### src/rtl/display_controller.sv
// ============================================================================
// display_controller : binary-to-BCD display controller for eight 7-seg digits
// Shift-and-add-3 conversion, leading-zero blanking, overflow dashes.
// Optional signed mode: define DISPLAY_SIGNED_EN.
// Revision: 1.0
// ============================================================================
`default_nettype none

module display_controller #(
  parameter int DATA_W = 32,
  parameter int N_DIG  = 8
) (
  input  logic                 clock,
  input  logic                 reset,
  input  logic                 start,
  input  logic [DATA_W-1:0]    valor,
  output logic                 busy,
  output logic                 done,
  output logic                 overflow,
  output logic [4*N_DIG-1:0]   digitos
);

  localparam int BCD_W = 4 * (N_DIG + 2);
  localparam int CNT_W = (DATA_W > 1) ? $clog2(DATA_W) : 1;
`ifdef DISPLAY_SIGNED_EN
  localparam int CAP = N_DIG - 1;
`else
  localparam int CAP = N_DIG;
`endif
  localparam logic [3:0] C_DASH  = 4'b1011;
  localparam logic [3:0] C_BLANK = 4'b1111;

  typedef enum logic [1:0] {
    S_IDLE   = 2'd0,
    S_SHIFT  = 2'd1,
    S_FORMAT = 2'd2
  } state_t;

  state_t              r_state;
  logic [CNT_W-1:0]    r_cnt;
  logic [DATA_W-1:0]   r_op;
  logic [BCD_W-1:0]    r_bcd;
  logic [BCD_W-1:0]    w_bcd_adj;
  logic [DATA_W-1:0]   w_operand;
  logic                w_ovf;
  logic                w_seen;
  logic [N_DIG-1:0]    w_show;
  logic [4*N_DIG-1:0]  w_fmt;
`ifdef DISPLAY_SIGNED_EN
  logic                r_neg;
  logic [N_DIG-1:0]    w_show_sh;
`endif

`ifdef DISPLAY_SIGNED_EN
  // Magnitude of the most negative value wraps to itself, which is still the correct unsigned magnitude.
  assign w_operand = valor[DATA_W-1] ? (~valor + 1'b1) : valor;
  assign w_show_sh = {w_show[N_DIG-2:0], 1'b0};
`else
  assign w_operand = valor;
`endif

  always_comb begin
    w_bcd_adj = r_bcd;
    for (int i = 0; i < N_DIG + 2; i++) begin
      if (r_bcd[4*i +: 4] >= 4'd5)
        w_bcd_adj[4*i +: 4] = r_bcd[4*i +: 4] + 4'd3;
    end
  end

  assign w_ovf = |r_bcd[BCD_W-1:4*CAP];

  always_comb begin
    w_seen = 1'b0;
    w_show = '0;
    for (int i = N_DIG - 1; i >= 0; i--) begin
      if ((i < CAP) && (r_bcd[4*i +: 4] != 4'd0))
        w_seen = 1'b1;
      w_show[i] = w_seen || (i == 0);
    end
  end

  always_comb begin
    w_fmt = '0;
    for (int i = 0; i < N_DIG; i++) begin
      if (w_ovf)
        w_fmt[4*i +: 4] = C_DASH;
      else if (w_show[i])
        w_fmt[4*i +: 4] = r_bcd[4*i +: 4];
`ifdef DISPLAY_SIGNED_EN
      // Sign sits directly left of the most significant shown digit.
      else if (r_neg && w_show_sh[i])
        w_fmt[4*i +: 4] = C_DASH;
`endif
      else
        w_fmt[4*i +: 4] = C_BLANK;
    end
  end

  always_ff @(posedge clock or negedge reset) begin
    if (!reset) begin
      r_state  <= S_IDLE;
      r_cnt    <= '0;
      r_op     <= '0;
      r_bcd    <= '0;
      busy     <= 1'b0;
      done     <= 1'b0;
      overflow <= 1'b0;
      digitos  <= {{(N_DIG-1){C_BLANK}}, 4'b0000};
`ifdef DISPLAY_SIGNED_EN
      r_neg    <= 1'b0;
`endif
    end else begin
      case (r_state)
        S_IDLE: begin
          done <= 1'b0;
          if (start) begin
            r_op    <= w_operand;
            r_bcd   <= '0;
            r_cnt   <= '0;
            busy    <= 1'b1;
            r_state <= S_SHIFT;
`ifdef DISPLAY_SIGNED_EN
            r_neg   <= valor[DATA_W-1];
`endif
          end
        end
        S_SHIFT: begin
          {r_bcd, r_op} <= {w_bcd_adj, r_op} << 1;
          r_cnt         <= r_cnt + 1'b1;
          if (r_cnt == CNT_W'(DATA_W - 1))
            r_state <= S_FORMAT;
        end
        S_FORMAT: begin
          digitos  <= w_fmt;
          overflow <= w_ovf;
          done     <= 1'b1;
          busy     <= 1'b0;
          r_state  <= S_IDLE;
        end
        default: begin
          r_state <= S_IDLE;
          busy    <= 1'b0;
          done    <= 1'b0;
        end
      endcase
    end
  end

endmodule

`default_nettype wire

### config.mk
export PLATFORM = sky130hd
export DESIGN_NAME = display_controller
export DESIGN_NICKNAME = d
export VERILOG_FILES = /design/src/rtl/display_controller.sv
export SDC_FILE = /design/constraint.sdc
export NUM_CORES = 1
export LEC_CHECK = 0
export CORE_MARGIN = 1.5
export CORE_UTILIZATION = 56
export DETAILED_ROUTE_END_ITERATION = 8
export HOLD_SLACK_MARGIN = 0.02
export PLACE_DENSITY = 0.8
export SYNTH_ARGS = -nofsm -noshare
export SYNTH_HDL_FRONTEND = slang
export SYNTH_SLANG_ARGS = --single-unit
### constraint.sdc
create_clock -name clock -period 2.34 [get_ports clock]
set_input_delay 0.702 -clock clock [delete_from_list [all_inputs] [get_ports clock]]
set_output_delay 0.702 -clock clock [all_outputs]
set_load 0.05 [all_outputs]
==> results.md <==
* Worst r2r src: r_bcd[28]
* Most common cell in the netlist: dfrtp_1
* Site Rows at 36
* Nets at 676
* Hold buffers post-CTS at 0
* IO Port Bufs at 69
* Die span in x at 105 microns
* Yosys cell types at 51
* Worst-path maximum fanout at 2
* Crit path arrival time at 1.43 ns
* F_max at 469 MHz
* Async S/R FF share, synth at 1.00
* Hold Vio Cnt, Final at 0
* Post-DR wirelength/cell at 17.1 microns
* Startpoint Class: register
* Die height at 105 microns
* Crit path max-delay family: buffers and inverters
* Setup violations, final at 0
* Synthesis-stage register bit count at 114
* Min Tclk post-route at 2.13 ns
* Final Skew at 0.00823 ns
* ANT cells at 0
* Top post-synthesis cells by count: dfrtp_1, a21oi_1, o21ai_0
* Synth Instances at 541
* GP Congestion at 0.802
* CP endpoint kind: output pin
* Initial core utilization at 0.584
* CTS tree: yes
* Worst-Margin Slew at 0.535 ns
* Pre-Repair DR Iteration Count at 7
* Vias per Instance at 6.00
* Tcrit/Tclk final at 0.912
* Share of cells above drive strength 1 at 0.210
* Synthesis warning total at 0
* Vias in the first global route at 4617
* GRT Total Usage at 0.249
* First-pass GRT wire length at 21900 microns
* Synth area leader: dfrtp_1
* Slack of the worst reg-to-reg path at 0.28 ns
* EDFF count, synth at 0
* Outcome: finished clean
* Clk buf depth at 2
* CTS Sinks at 114
* Slowest cell on the critical path: dlygate4sd2_1
* Setup CP Type: register to output pin
* Top-area cell type share of the netlist area at 0.372
* Primary FF master, synth: dfrtp_1
* CTS Buf Count at 17
* Initial antenna violation count at 0
* Synthesized area at 5790 sq um
* Critical-path cell list: dlygate4sd2_1
* I/O pin count at 70
* Max Cap Viol at 0
* Antenna Violating Nets Remaining at 0
* Mean Syn Cell Area at 10.7 sq um
* Sequential fraction of the synthesis area at 0.499
* DRT iter0 DRCs at 265
* Post-DP HPWL at 8450 microns
* Setup TNS at 0 ns
* Routed WL at 13000 microns
* Worst reg2reg path depth at 6
* Synth Net Count at 605
* Post CTS Setup Buffer Count at 0
* Synth area leaders: dfrtp_1, dfstp_2, ha_1, a21oi_1, o21ai_0
* Root Buffer: clkbuf_8
* # H-tree levels at 4
* Hold WC Path Type: input pin to async pin
* VDD IR max at 0.633 mV
* Leakage power at 3.14 nW
* Fin. max-slew vios at 0
* Crit-path max cell delay at 0.54 ns
* Total gr overflow at 0
* Die ar. at 11000 sq um
* Total chip power at 9.63 mW
* CORE AREA at 9910 sq um
* Power Density at 1340 nW/um^2
* RSZ-0062 raised after global routing: false
* Critical R2R Capture: digitos[4]
* Critical path buffers and inverters at 1
* Slew margin rel. at 0.643
* Area Overhead vs Synth at 23.8%
* Largest net degree at the start of global routing at 66
* DRC Markers at 0
* Clock latency on the worst-skew pair at 0.52 ns
* Vias at 4545
* Required time worst endpoint at 1.64 ns
* Clock transition at the registers of the reported paths at 0.05 ns
[how the worst max path moves through the flow]
stage	to	cells after the start	slack (ns)	startpoint
3_5_place_dp	r_op[26]	6	0.12	start
2_1_floorplan	digitos[4]	6	0.70	r_bcd[28]
4_1_cts	busy	1	0.18	busy
5_1_grt	digitos[7]	6	0.12	r_bcd[28]
3_3_place_gp	r_bcd[38]	4	0.19	start
6_report	busy	1	0.21	busy
[stage by stage]
stage / worst slack, ns / utilization / hold slack, ns / cell area (sq um) / cells
after floorplan: 0.700 / - / 0.406 / 5790 / 541
after global placement: 0.191 / 0.663 / 0.441 / 6570 / 726
after detailed placement: 0.116 / 0.663 / 0.456 / 6570 / 726
after CTS: 0.183 / 0.723 / 0.173 / 7170 / 758
after global routing: 0.120 / 0.723 / 0.187 / 7170 / 758
final: 0.206 / 0.723 / 0.188 / 7170 / 758
[per-layer routing]
| metal | track usage | up-vias | part of all wire |
|---|---|---|---|
| met4 | 0.0978 | 0 | 0.016 |
| met1 | 0.312 | 2237 | 0.43 |
| met5 | 0 | - | 0 |
| met3 | 0.0593 | 19 | 0.055 |
| met2 | 0.419 | 143 | 0.50 |
| li1 | - | 2146 | - |
[power breakdown]
part | switching (mW) | internal [mW] | leakage, nW | total [mW]
Combinational | 1.98 | 1.64 | 1.46 | 3.61
Clock | 0.861 | 1.73 | 0.290 | 2.59
Sequential | 0.704 | 2.72 | 1.39 | 3.42
[repair_timing]
action	CTS	global route
gates resized for setup	7	0
endpoints found under the hold margin	0	0
setup endpoints to repair	7	0
[logic make-up (layout without fill, tap and decap cells)]
| group | count (synthesis) | in the layout | synth area share |
|---|---|---|---|
| XOR/XNOR | 12 | 12 | 0.0182 |
| flip-flops | 114 | 114 | 0.499 |
| adder cells (fa/ha/maj) | 29 | 29 | 0.0627 |
| AND/OR/NAND/NOR | 105 | 105 | 0.110 |
| AO/OA/AOI/OAI | 216 | 216 | 0.249 |
| multiplexers | 10 | 10 | 0.0184 |
| buffers and inverters | 55 | 139 | 0.0419 |
[state kept, by name, summed over array words and instances, names as in the netlist]
signal and flops:
r_bcd 40, digitos 32, r_op 32, r_cnt 5, r_state 2, busy 1, done 1, overflow 1
[final cells by class]
class | instances | area, sq um
Multi-Input combinational cell | 372 | 2670
Timing Repair Buffer | 86 | 762
Tap cell | 133 | 166
Sequential cell | 114 | 2890
Clock buffer | 23 | 477
Fill cell | 702 | 2740
Clock inverter | 9 | 128
Inverter | 21 | 78.8
[layout by cell type (no fill, tap or decap), types with 3 or more instances in the layout]
cell             Yosys  final
o32a_1               5      5
mux2i_1              5      5
o31ai_1             11     11
nand2_1             21     21
o21ai_0             52     52
mux2_2               5      5
a22o_1               9      9
ha_1                29     29
nor3b_1              6      6
clkbuf_16            0     16
nand2b_1            12     12
clkbuf_8             0      5
dfstp_2             28     28
xnor2_1             10     10
clkinv_2             0      3
nor2_1              13     13
nor2b_1             36     34
bufinv_16            0      3
inv_1               21     21
a22oi_1             31     31
clkinvlp_4           0      3
o32ai_1              3      3
o22a_1               9      9
dfrtp_1             86     86
o32a_2               7      7
a32o_1              10     10
dlygate4sd2_1        0      7
buf_4                1     44
o22ai_1             16     16
a21oi_1             52     52
clkdlybuf4s50_1      0     33
o211ai_1             3      3
No activity file was read; power rests on OpenSTA's default activity.
